### src/rtl/mux_pkg.sv
// Shared types and select encodings for the 16-bit four-input operand selector.
package mux_pkg;
  localparam int DATA_W = 16;

  localparam logic [1:0] SEL_A = 2'd0;
  localparam logic [1:0] SEL_B = 2'd1;
  localparam logic [1:0] SEL_C = 2'd2;
  localparam logic [1:0] SEL_D = 2'd3;

  typedef logic [DATA_W-1:0] data_t;
endpackage

### src/rtl/mux_16bit_4i_1o_if.sv
// Operand/select bus of the selector: the master drives operands, the slave returns results.
interface mux_16bit_4i_1o_if
  import mux_pkg::*;
#(
  parameter int WIDTH = DATA_W
) ();
  logic [1:0]       s;
  logic [WIDTH-1:0] a;
  logic [WIDTH-1:0] b;
  logic [WIDTH-1:0] c;
  logic [WIDTH-1:0] d;
  logic             en;
  logic [WIDTH-1:0] r;
  logic [3:0]       sel_oh;
  logic [WIDTH-1:0] r_q;
  logic [1:0]       s_q;

  modport master (output s, a, b, c, d, en, input r, sel_oh, r_q, s_q);
  modport slave  (input s, a, b, c, d, en, output r, sel_oh, r_q, s_q);
endinterface

### src/rtl/mux4_core.sv
// Pure combinational 4:1 operand select with a one-hot decode of the select.
module mux4_core
  import mux_pkg::*;
#(
  parameter int WIDTH = DATA_W
) (
  input  logic [1:0]       s,
  input  logic [WIDTH-1:0] a,
  input  logic [WIDTH-1:0] b,
  input  logic [WIDTH-1:0] c,
  input  logic [WIDTH-1:0] d,
  output logic [WIDTH-1:0] r,
  output logic [3:0]       sel_oh
);
  // Defaults double as the SEL_A branch, so a non-binary select resolves to a.
  always_comb begin
    r      = a;
    sel_oh = 4'b0001;
    case (s)
      SEL_B: begin
        r      = b;
        sel_oh = 4'b0010;
      end
      SEL_C: begin
        r      = c;
        sel_oh = 4'b0100;
      end
      SEL_D: begin
        r      = d;
        sel_oh = 4'b1000;
      end
      default: ;
    endcase
  end
endmodule

### src/rtl/mux_16bit_4i_1o.sv
// Operand selector top: combinational select plus an enable-gated capture of result and select.
module mux_16bit_4i_1o
  import mux_pkg::*;
#(
  parameter int WIDTH = DATA_W
) (
  input logic               clk,
  input logic               reset,
  mux_16bit_4i_1o_if.slave  bus
);
  logic [WIDTH-1:0] r_sel;
  logic [3:0]       oh;

  mux4_core #(.WIDTH(WIDTH)) u_core (
    .s      (bus.s),
    .a      (bus.a),
    .b      (bus.b),
    .c      (bus.c),
    .d      (bus.d),
    .r      (r_sel),
    .sel_oh (oh)
  );

  assign bus.r      = r_sel;
  assign bus.sel_oh = oh;

  // Reset beats enable; result and select are captured on the same edge.
  always_ff @(posedge clk) begin
    if (reset) begin
      bus.r_q <= '0;
      bus.s_q <= '0;
    end else if (bus.en) begin
      bus.r_q <= r_sel;
      bus.s_q <= bus.s;
    end
  end
endmodule

### src/flat_wrapper.sv
// flat-port wrapper written by rule: the top's interface ports become plain ports
module mux_16bit_4i_1o_flat import mux_pkg::*;
#(
  parameter int WIDTH = DATA_W
)
  (clk, reset, bus_s, bus_a, bus_b, bus_c, bus_d, bus_en, bus_r, bus_sel_oh, bus_r_q, bus_s_q);
  mux_16bit_4i_1o_if #(.WIDTH(WIDTH)) bus_i ();
  input logic clk;
  input logic reset;
  input wire logic [$bits(bus_i.s)-1:0] bus_s;
  input wire logic [$bits(bus_i.a)-1:0] bus_a;
  input wire logic [$bits(bus_i.b)-1:0] bus_b;
  input wire logic [$bits(bus_i.c)-1:0] bus_c;
  input wire logic [$bits(bus_i.d)-1:0] bus_d;
  input wire logic [$bits(bus_i.en)-1:0] bus_en;
  output wire logic [$bits(bus_i.r)-1:0] bus_r;
  output wire logic [$bits(bus_i.sel_oh)-1:0] bus_sel_oh;
  output wire logic [$bits(bus_i.r_q)-1:0] bus_r_q;
  output wire logic [$bits(bus_i.s_q)-1:0] bus_s_q;
  assign bus_i.s = bus_s;
  assign bus_i.a = bus_a;
  assign bus_i.b = bus_b;
  assign bus_i.c = bus_c;
  assign bus_i.d = bus_d;
  assign bus_i.en = bus_en;
  assign bus_r = bus_i.r;
  assign bus_sel_oh = bus_i.sel_oh;
  assign bus_r_q = bus_i.r_q;
  assign bus_s_q = bus_i.s_q;
  mux_16bit_4i_1o #(.WIDTH(WIDTH)) u_core (.clk(clk), .reset(reset), .bus(bus_i));
endmodule
### config.mk
export PLATFORM = sky130hd
export DESIGN_NAME = mux_16bit_4i_1o_flat
export DESIGN_NICKNAME = d
export VERILOG_FILES = /design/src/rtl/mux_pkg.sv /design/src/rtl/mux_16bit_4i_1o_if.sv /design/src/rtl/mux4_core.sv /design/src/rtl/mux_16bit_4i_1o.sv /design/src/flat_wrapper.sv
export SDC_FILE = /design/constraint.sdc
export NUM_CORES = 1
export LEC_CHECK = 0
export BUFFER_PORTS_ARGS = -buffer_cell sky130_fd_sc_hd__buf_2
export CORE_ASPECT_RATIO = 0.6
export CORE_UTILIZATION = 36
export DETAILED_ROUTE_END_ITERATION = 12
export PLACE_DENSITY = 0.75
export SYNTH_ARGS = -nofsm -noshare
export SYNTH_HDL_FRONTEND = slang
export SYNTH_SLANG_ARGS = --single-unit
### constraint.sdc
create_clock -name clk -period 1.5 [get_ports clk]
set_clock_uncertainty 0.1 [all_clocks]
set_input_delay 0.075 -clock clk [delete_from_list [all_inputs] [get_ports clk]]
set_output_delay 0.075 -clock clk [all_outputs]
set_load 0.02 [all_outputs]
# Word-level counts from Yosys, hierarchy flattened
# Index checks and enable logic that the tools add are counted.
# totals
out_inout_bits	38
word_cells	7
inputBits	69
reg_bits	18
# op_classes
mux	2
n_eq_ne	3
# op_table
operator	n
16-bit one-hot mux with 3 select lines	1
4-bit one-hot mux with 3 select lines	1
2-bit equality test (second input constant)	2
2-bit by 1-bit equality test with 1-bit output (second input constant)	1

# Depth between registers and ports, before layout
# Gate-level depths: netlist of run 1.
# depth
depth_word	2
mapped_depth	5
ltp_nobuf	2

# Hierarchy
# A second synthesis of run 1 with hierarchy kept.
# unflattened
hier_cells	82
hier_area_um2	1064.8
# modules_own_cells
module	instances	area_per_inst_um2	seq_area_each_um2	cells_each
mux_16bit_4i_1o	1	649.4	360.3	58
mux4_core	1	415.4	0.0	24

# Worst setup path before layout of run 1
# Ideal clock, no wire load.
# synth_timing
kind	in2out
startpoint	in bus_s[1]
endpoint	out bus_r[10]
t_arrival_ns	1.031
required_ns	1.325
cell_stages	4
path_slack_ns	0.294
path_buffers	2
cell_sequence	buf_4 buf_2 mux2i_1 mux2i_1
# synth_via
elab_chain_len	2
elab_cells_between_ends	4
classes_between	3 x eq/ne; 1 x mux
# synth_rtl
item	line_no	text
from (decl)	flat_wrapper.sv:10	input wire logic [$bits(bus_i.s)-1:0] bus_s;
2-bit equality test or 2-bit by 1-bit equality test with 1-bit output (tied branches)	mux4_core.sv:19	case (s)
16-bit one-hot mux with 3 select lines (*)	mux4_core.sv:19	
to (decl)	flat_wrapper.sv:16	output wire logic [$bits(bus_i.r)-1:0] bus_r;
# Every way passes the cells marked *; elsewhere a longest branch is shown, timed or not.

# Worst setup path after layout of run 1
# layout_timing
startpoint	in bus_s[1]
endpoint	out bus_r[1]
# The elaborated chain is that of the path after synthesis.

==> results.txt, run 1 <==
The number of buffers inserted for hold repair after clock tree synthesis came out at 0. The delay of the slowest critical-path stage came out at roughly 320 ps. The worst hold path class is input port to flop. The run finished with clean final reports. The quantity of I/O buffers inserted on ports is 106. The die outline height came out at 49.0 µm. The post-synthesis cell area came out at 1330 µm². The worst pin sits at a relative slew slack of roughly 82%.

The initial detailed-routing violation count came out at 36. The path with the worst hold slack has its endpoint at u_core.bus.r_q[5]$_SDFFE_PP0P_. Final hold analysis gives a worst-case slack of roughly 37 ps. Leaving out fill and tap cells, the most frequent cell in the layout is buf_2. The part of the Yosys area used for sequential elements came out at around 27%. The CTS H-tree depth is 1. The startpoint type of the worst setup path is an input port.

STA classifies the critical path endpoint as a primary output. The mean cell area of the mapped netlist came out at 10.9 µm². Setup repair after global routing left no endpoint under its margin. TritonCTS created 3 clock buffers. For the worst setup path, the data required time is about 1300 ps. The total track usage came out at 20.6%. The number of antenna violations at the first check in global routing was 0.

Setup total negative slack on the finished layout was measured at 0 ps. The total congestion overflow came out at 0. The number of gates resized after CTS was 0. The kind of critical path is input port to primary output. The antenna cell count is 0.

Max-cap violations in this run came to 0. The area of the placeable core came out at 3380 µm². The achievable clock frequency came out at around 0.82 GHz. At the pin with the least slew margin, the transition time is 261 ps. The count of antenna-violating nets left after detailed routing is 0. The post-synthesis adder-cell area fraction came out at 0%. The number of slew-limit violations in the final report is 0. For flop-to-flop paths, the worst setup slack is around 440 ps. Detailed placement finished with a half-perimeter wire length of 3200 µm. The net count of the finished layout is 297. The total length of routed wires came out at 3890 µm. The via count of the first global-routing pass is 1301. The reg-to-reg endpoint is u_core.bus.r_q[15]$_SDFFE_PP0P_. The worst register-to-register path begins at u_core.bus.r_q[15]$_SDFFE_PP0P_. The post-synthesis sequential element count came out at 18. The worst hold path begins at bus_b[5]. The routed via count divided by cell count is slightly below 5. The largest family of logic cells by synthesized area is multiplexers. After detailed routing, the average wire length per cell comes to 14.3 µm. The number of nets produced by synthesis is between 150 and 200. The post-CTS setup-driven buffer insertion count is 0. The worst endpoint data arrival time came out at ~1100 ps.

The die covers approximately 3900 µm². The critical path goes through buf_2 -> buf_12 -> mux2i_1 -> mux2i_1 -> buf_2. The layout-stage area growth over the synthesis result came out at 48.8%. Across the VDD grid, the largest voltage drop is between 0.0003 and 0.0004 V. The count of cell types in the netlist came out at 14.

The initial standard-cell utilization of the core is 39.2%. The area fraction in compound gates after synthesis is 15.3%. In the routed design, unresolved DRC markers number 0. The number of cells on the worst reg-to-reg path is 2. The path length in cells of the critical path is 5. The portion of the clock cycle consumed by the worst path in the final layout is between 80% and 90%. The wire length of the first global-routing pass is 6350 µm. The number of setup violations in the final report is 0. The synthesized-area fraction occupied by and/or/nand/nor cells is roughly 14%. The final critical path time including I/O delays and setup came out at 1220 ps.

The cell count after synthesis came out at 122. The largest net degree at the start of global routing is 38. The via count is 1352. TritonCTS built the clock tree. The clock network latency to the later pin of the worst-skew pair came out at 250 ps. Leaving out fill and tap cells, the most frequent cells in the layout are buf_2, mux2i_1, dfxtp_1. The row count came out at 16. The Yosys warning count came out at 0. The cell with the biggest individual delay on the critical path is mux2i_1. The maximum fanout count along the critical path came out at 37. CTS placed an instance of clkbuf_8 at the clock tree root.

The number of buffer and inverter stages on the critical path came out at 3. The number of detailed-routing iterations run before antenna repair came out at 4. In this run the count of I/O pins placed on the die edge is about 110. The final count of hold timing violations is 0. The power density normalized to cell area came out at around 750 nW/µm².

The die extent in x came out at 80.3 µm. After clock tree synthesis, the clock-pin slew on the worst setup and hold paths is 70 ps. The share of layout cells above drive strength 1 is between 60% and 70%. The buffer levels on the longest clock path came out at 2. The placer's final routability congestion estimate came out at between 0.7 and 0.8. The worst hold path passes through 3 cells. The xor-xnor portion of the synthesized cell area came out at 0%.

The leakage power figure came out at 0.00105 µW. The multiplexer area fraction after synthesis is 37.8%. The sink count of the clock tree is 18. The family with the most delay on the worst path is buffers and inverters.
[layout make-up]
| type | count | area, µm² |
|---|---|---|
| clock buffers | 4 | 55.1 |
| fillers | 311 | 1410 |
| multi-input cells | 90 | 890 |
| flip-flops and latches | 18 | 360 |
| well taps | 45 | 56.3 |
| repair buffers | 115 | 611 |
[sequential cells by signal (all words and copies together) (netlist names)]
register        count
u_core.bus.r_q     16
u_core.bus.s_q      2
[where the power goes]
group          internal (µW)  switching (µW)  leakage [µW]  total, µW
Combinational            244             300      0.000875        544
Clock                    233             163     0.0000288        396
Sequential               515            16.5      0.000148        532
[per-layer routing]
metal | GRT usage (%) | part of all wire, % | up-vias
met2 | 31.5 | 44 | 21
met4 | 2.68 | 0.51 | 0
met3 | 3.93 | 2.7 | 2
met1 | 30.6 | 52 | 640
met5 | 0 | 0 | -
li1 | - | - | 689
[per-stage QoR]
step / power (µW) / std cells / instance area [µm²] / utilization (%) / setup slack, ps
floorplan: 875 / 122 / 1330 / - / 294
global placement: 1080 / 268 / 1920 / 56.7 / 301
detailed placement: 1090 / 268 / 1920 / 56.7 / 291
CTS: 1490 / 272 / 1970 / 58.3 / 290
global route: 1550 / 272 / 1970 / 58.3 / 190
finish: 1470 / 272 / 1970 / 58.3 / 278
[worst max path at each step]
| stage | startpoint | to |
|---|---|---|
| finish | bus_s[1] | bus_r[1] |
| global route | bus_s[1] | bus_r[1] |
| CTS | bus_s[1] | bus_r[3] |
| detailed placement | bus_s[1] | bus_r[3] |
| global placement | bus_s[1] | bus_r[3] |
| floorplan | bus_s[1] | bus_r[10] |
[cells in the mapped netlist]
library cell	count	area share, %
buf_2	6	2.3
buf_4	2	1.1
o221ai_2	10	11
o221ai_1	6	4.0
buf_6	1	0.85
or3b_2	16	11
and2_1	1	0.47
nor2_1	3	0.85
mux2i_1	50	38
nor2b_1	2	0.94
nand3b_1	1	0.57
clkbuf_1	5	1.4
or3b_1	1	0.66
dfxtp_1	18	27
[cell families (layout without fill, tap and decap cells)]
family / Yosys count / in the layout
mux: 50 / 50
simple gates: 24 / 24
flops: 18 / 18
compound gates: 16 / 16
buf+inv: 14 / 119
[tightest hold or removal path: cells and delay by family]
kind	cells	cell delay, ps
buffers and inverters	1	80
AOI/OAI and AO/OA	1	130
muxes	1	80
No activity file was read; power rests on OpenSTA's default activity.
==> run 2, diff against run 1 <==
clock period = 1.2 ns   (was 1.5 ns; I/O delays follow)
==> results.txt, run 2 (synthesis results as in run 1) <==
The run finished with clean final reports. The largest registers in the layout are u_core.bus.r_q x16, u_core.bus.s_q x2. The routed via count divided by cell count is 5.10 (+2.6%).

The worst IR drop on VDD is 0.000597 V (+86%). The kind of critical path is input port to primary output. The library cells used most frequently in the layout, excluding fill and tap cells, are buf_2, mux2i_1, dfxtp_1. The clock transition at the registers of the reported paths is 70 ps (about the same).

The clock network latency to the later pin of the worst-skew pair is 250 ps (about the same). The number of setup violations in the final report came to 0 (unchanged). The tightest min-delay check is of the input port to flop type. The CTS H-tree depth came out at 1 (unchanged). In this run the top signal layer used is met4. The die extent in x is 80.3 µm (unchanged).

The cell area after layout came out at 2030 µm² (+3.1%). The via count came out at 1407 (+4.1%). The max capacitance violation total is 0 (unchanged).

The total congestion overflow came out at 0 (unchanged). The worst path needs 1170 ps of the cycle, external delays included. TritonCTS built the clock tree. The number of slew-limit violations in the final report is 0 (unchanged). The cell with the biggest individual delay on the critical path is mux2i_1. The achievable clock frequency is 0.854 GHz. The number of detailed-routing iterations run before antenna repair came out at 4 (unchanged). The final standard cell utilization of the core came out at 60.1% (+1.8 points).

The initial detailed-routing violation count is 40 (+11%). The number of antenna violations at the first check in global routing is 0 (unchanged). The placed instance area came to 1960 µm² (+2.2%).

The area of the placeable core is 3380 µm² (unchanged). The worst path uses 97.6% of the clock period. The final count of hold timing violations was 0 (unchanged). The headroom to the max-slew limit is 82.7% (+0.58 points).

The quantity of I/O buffers inserted on ports came to 106 (unchanged). Walking the worst path, the cells encountered are buf_2 -> buf_12 -> mux2i_1 -> mux2i_1 -> buf_2. The delay of the slowest critical-path stage came out at 310 ps (about the same). The CTS root buffer is clkbuf_8.

The worst hold path stage count is 3 (unchanged). The share of layout cells above drive strength 1 came out at 66.7% (+2.8 points). The initial standard-cell utilization of the core came out at 39.2% (unchanged).

The number of nets in the layout is 301 (+1.3%). The area of the multi-input gates is 908 µm² (+2.1%). Setup repair after global routing could not meet its margin everywhere. The placer's final routability congestion estimate came out at 0.733 (+2.3%). The power density normalized to cell area was 925 nW/µm² (+24%). The antenna cell count came out at 0 (unchanged). The instance count after placement with tap cells included is 272 (+1.5%). The sink count of the clock tree came out at 18 (unchanged).

The count of antenna-violating nets left after detailed routing came to 0 (unchanged). The total die area came out at 3940 µm² (unchanged). The largest net degree at the start of global routing came out at 26 (-32%). The total of fill cells in the finished design is 291 (-6.4%). The number of flip-flops in the largest register came to 16 (unchanged).

The layout-stage area growth over the synthesis result came out at 53.4%. The transition time at the pin with the least slew margin came out at 252 ps (-8.46 ps). The total power of the final layout is 1880 µW (+28%). Leaving out fill and tap cells, the most frequent cell in the layout is buf_2.

The via count of the first global-routing pass is 1357 (+4.3%). The total track usage came out at 21.5% (+0.87 points). The worst hold path startpoint is bus_d[3]. The register area is 360 µm² (unchanged).

The critical path data required time is 1040 ps (-280 ps). The worst flop-to-flop path startpoint is u_core.bus.r_q[5]$_SDFFE_PP0P_. The family with the most delay on the worst path is buffers and inverters. The top-level I/O count is 107 (unchanged). The length of routed met3 wiring came out at 117 µm (+11%).

The number of buffers added by the clock tree synthesis step is 3 (unchanged). For hold timing, the worst endpoint is u_core.bus.r_q[3]$_SDFFE_PP0P_. The leakage power figure came out at 0.00107 µW (+1.5%). The worst register-to-register path ends at u_core.bus.r_q[5]$_SDFFE_PP0P_. The row count came out at 16 (unchanged).

The maximum fanout count along the critical path is 25 (-32%). The buffer levels on the longest clock path was 2 (unchanged). STA classifies the critical path endpoint as a primary output.

The total length of routed wires is 4120 µm (+5.8%). The number of buffer and inverter stages on the critical path came to 3 (unchanged). The half-perimeter wire length of the detailed placement result is 3340 µm (+4.3%). The number of cells on the worst reg-to-reg path came out at 2 (unchanged). The number of non-filler instances in the completed layout is 276 (+1.5%).

The met2 wire length is 1960 µm (+14%). The met1 routed wirelength after detailed routing came out at 2000 µm (-2.2%). Ranked by flip-flop count, first place goes to u_core.bus.r_q.

The worst hold-check slack came out at 10.1 ps (-26.9 ps). The worst endpoint data arrival time came out at 1010 ps (-40 ps). The average detailed-routed wire length per instance came out at 14.9 µm (+4.3%). The post-route DRC violation count was 0 (unchanged). The die outline height came to 49.0 µm (unchanged).

The startpoint type of the worst setup path is an input port. The flop-to-flop setup slack is 160 ps (-280 ps). The wire length of the first global-routing pass is 6600 µm (+4.0%).
run 2: cell types whose count changed in the layout (fill, tap and decap cells not counted), sizes merged:
cell,previous run,this run
buf,115,119
run 2: worst max-delay path by stage:
stage / startpoint / endpoint / depth (start not counted)
floorplan: bus_s[1] / bus_r[10] / 4
global placement: bus_s[1] / bus_r[3] / 5
detailed placement: bus_s[1] / bus_r[9] / 5
CTS: bus_s[1] / bus_r[9] / 5
global route: bus_s[1] / bus_r[9] / 5
finish: bus_s[1] / bus_r[9] / 5
run 2: power breakdown:
| part | total (µW) | leakage, µW | internal, µW | switching (µW) |
|---|---|---|---|---|
| registers | 663 | 0.000148 | 644 | 19.5 |
| clock network | 505 | 0.0000288 | 292 | 213 |
| logic | 712 | 0.000890 | 325 | 388 |
| total | 1880 | 0.00107 | 1260 | 621 |
run 2: repair_timing:
item                                   4_1_cts  5_1_grt
setup endpoints to repair                    0        8
gates resized for setup                      0        5
hold buffers                                 0        0
setup buffers                                0        0
endpoints found under the hold margin        0        0
run 2: area by class of cell:
class / count / share of cell area [%]
flip-flops and latches: 18 / 17.7
multi-input cells: 90 / 44.7
well taps: 45 / 2.77
repair buffers: 119 / 32.1
clock buffers: 4 / 2.71
run 2: worst register-to-register path, delay by kind of cell, from the launching register on:
kind               cells  cell delay, ps
AOI/OAI and AO/OA      1              70
and+or+nand+nor        1             460
DFF                    1             330
run 2: per-stage QoR:
step	TNS, ps	setup slack, ps
global placement	0	48.1
floorplan	0	24.4
finish	0	29.0
detailed placement	0	40.6
global route	-148	-26.8
CTS	0	39.6
run 2: per-layer routing:
layer  global-route usage (%)  vias to the layer above
met3                     3.93                        6
li1                         -                      697
met5                        0                        -
met2                     34.2                       30
met1                     30.5                      674
met4                     3.87                        0
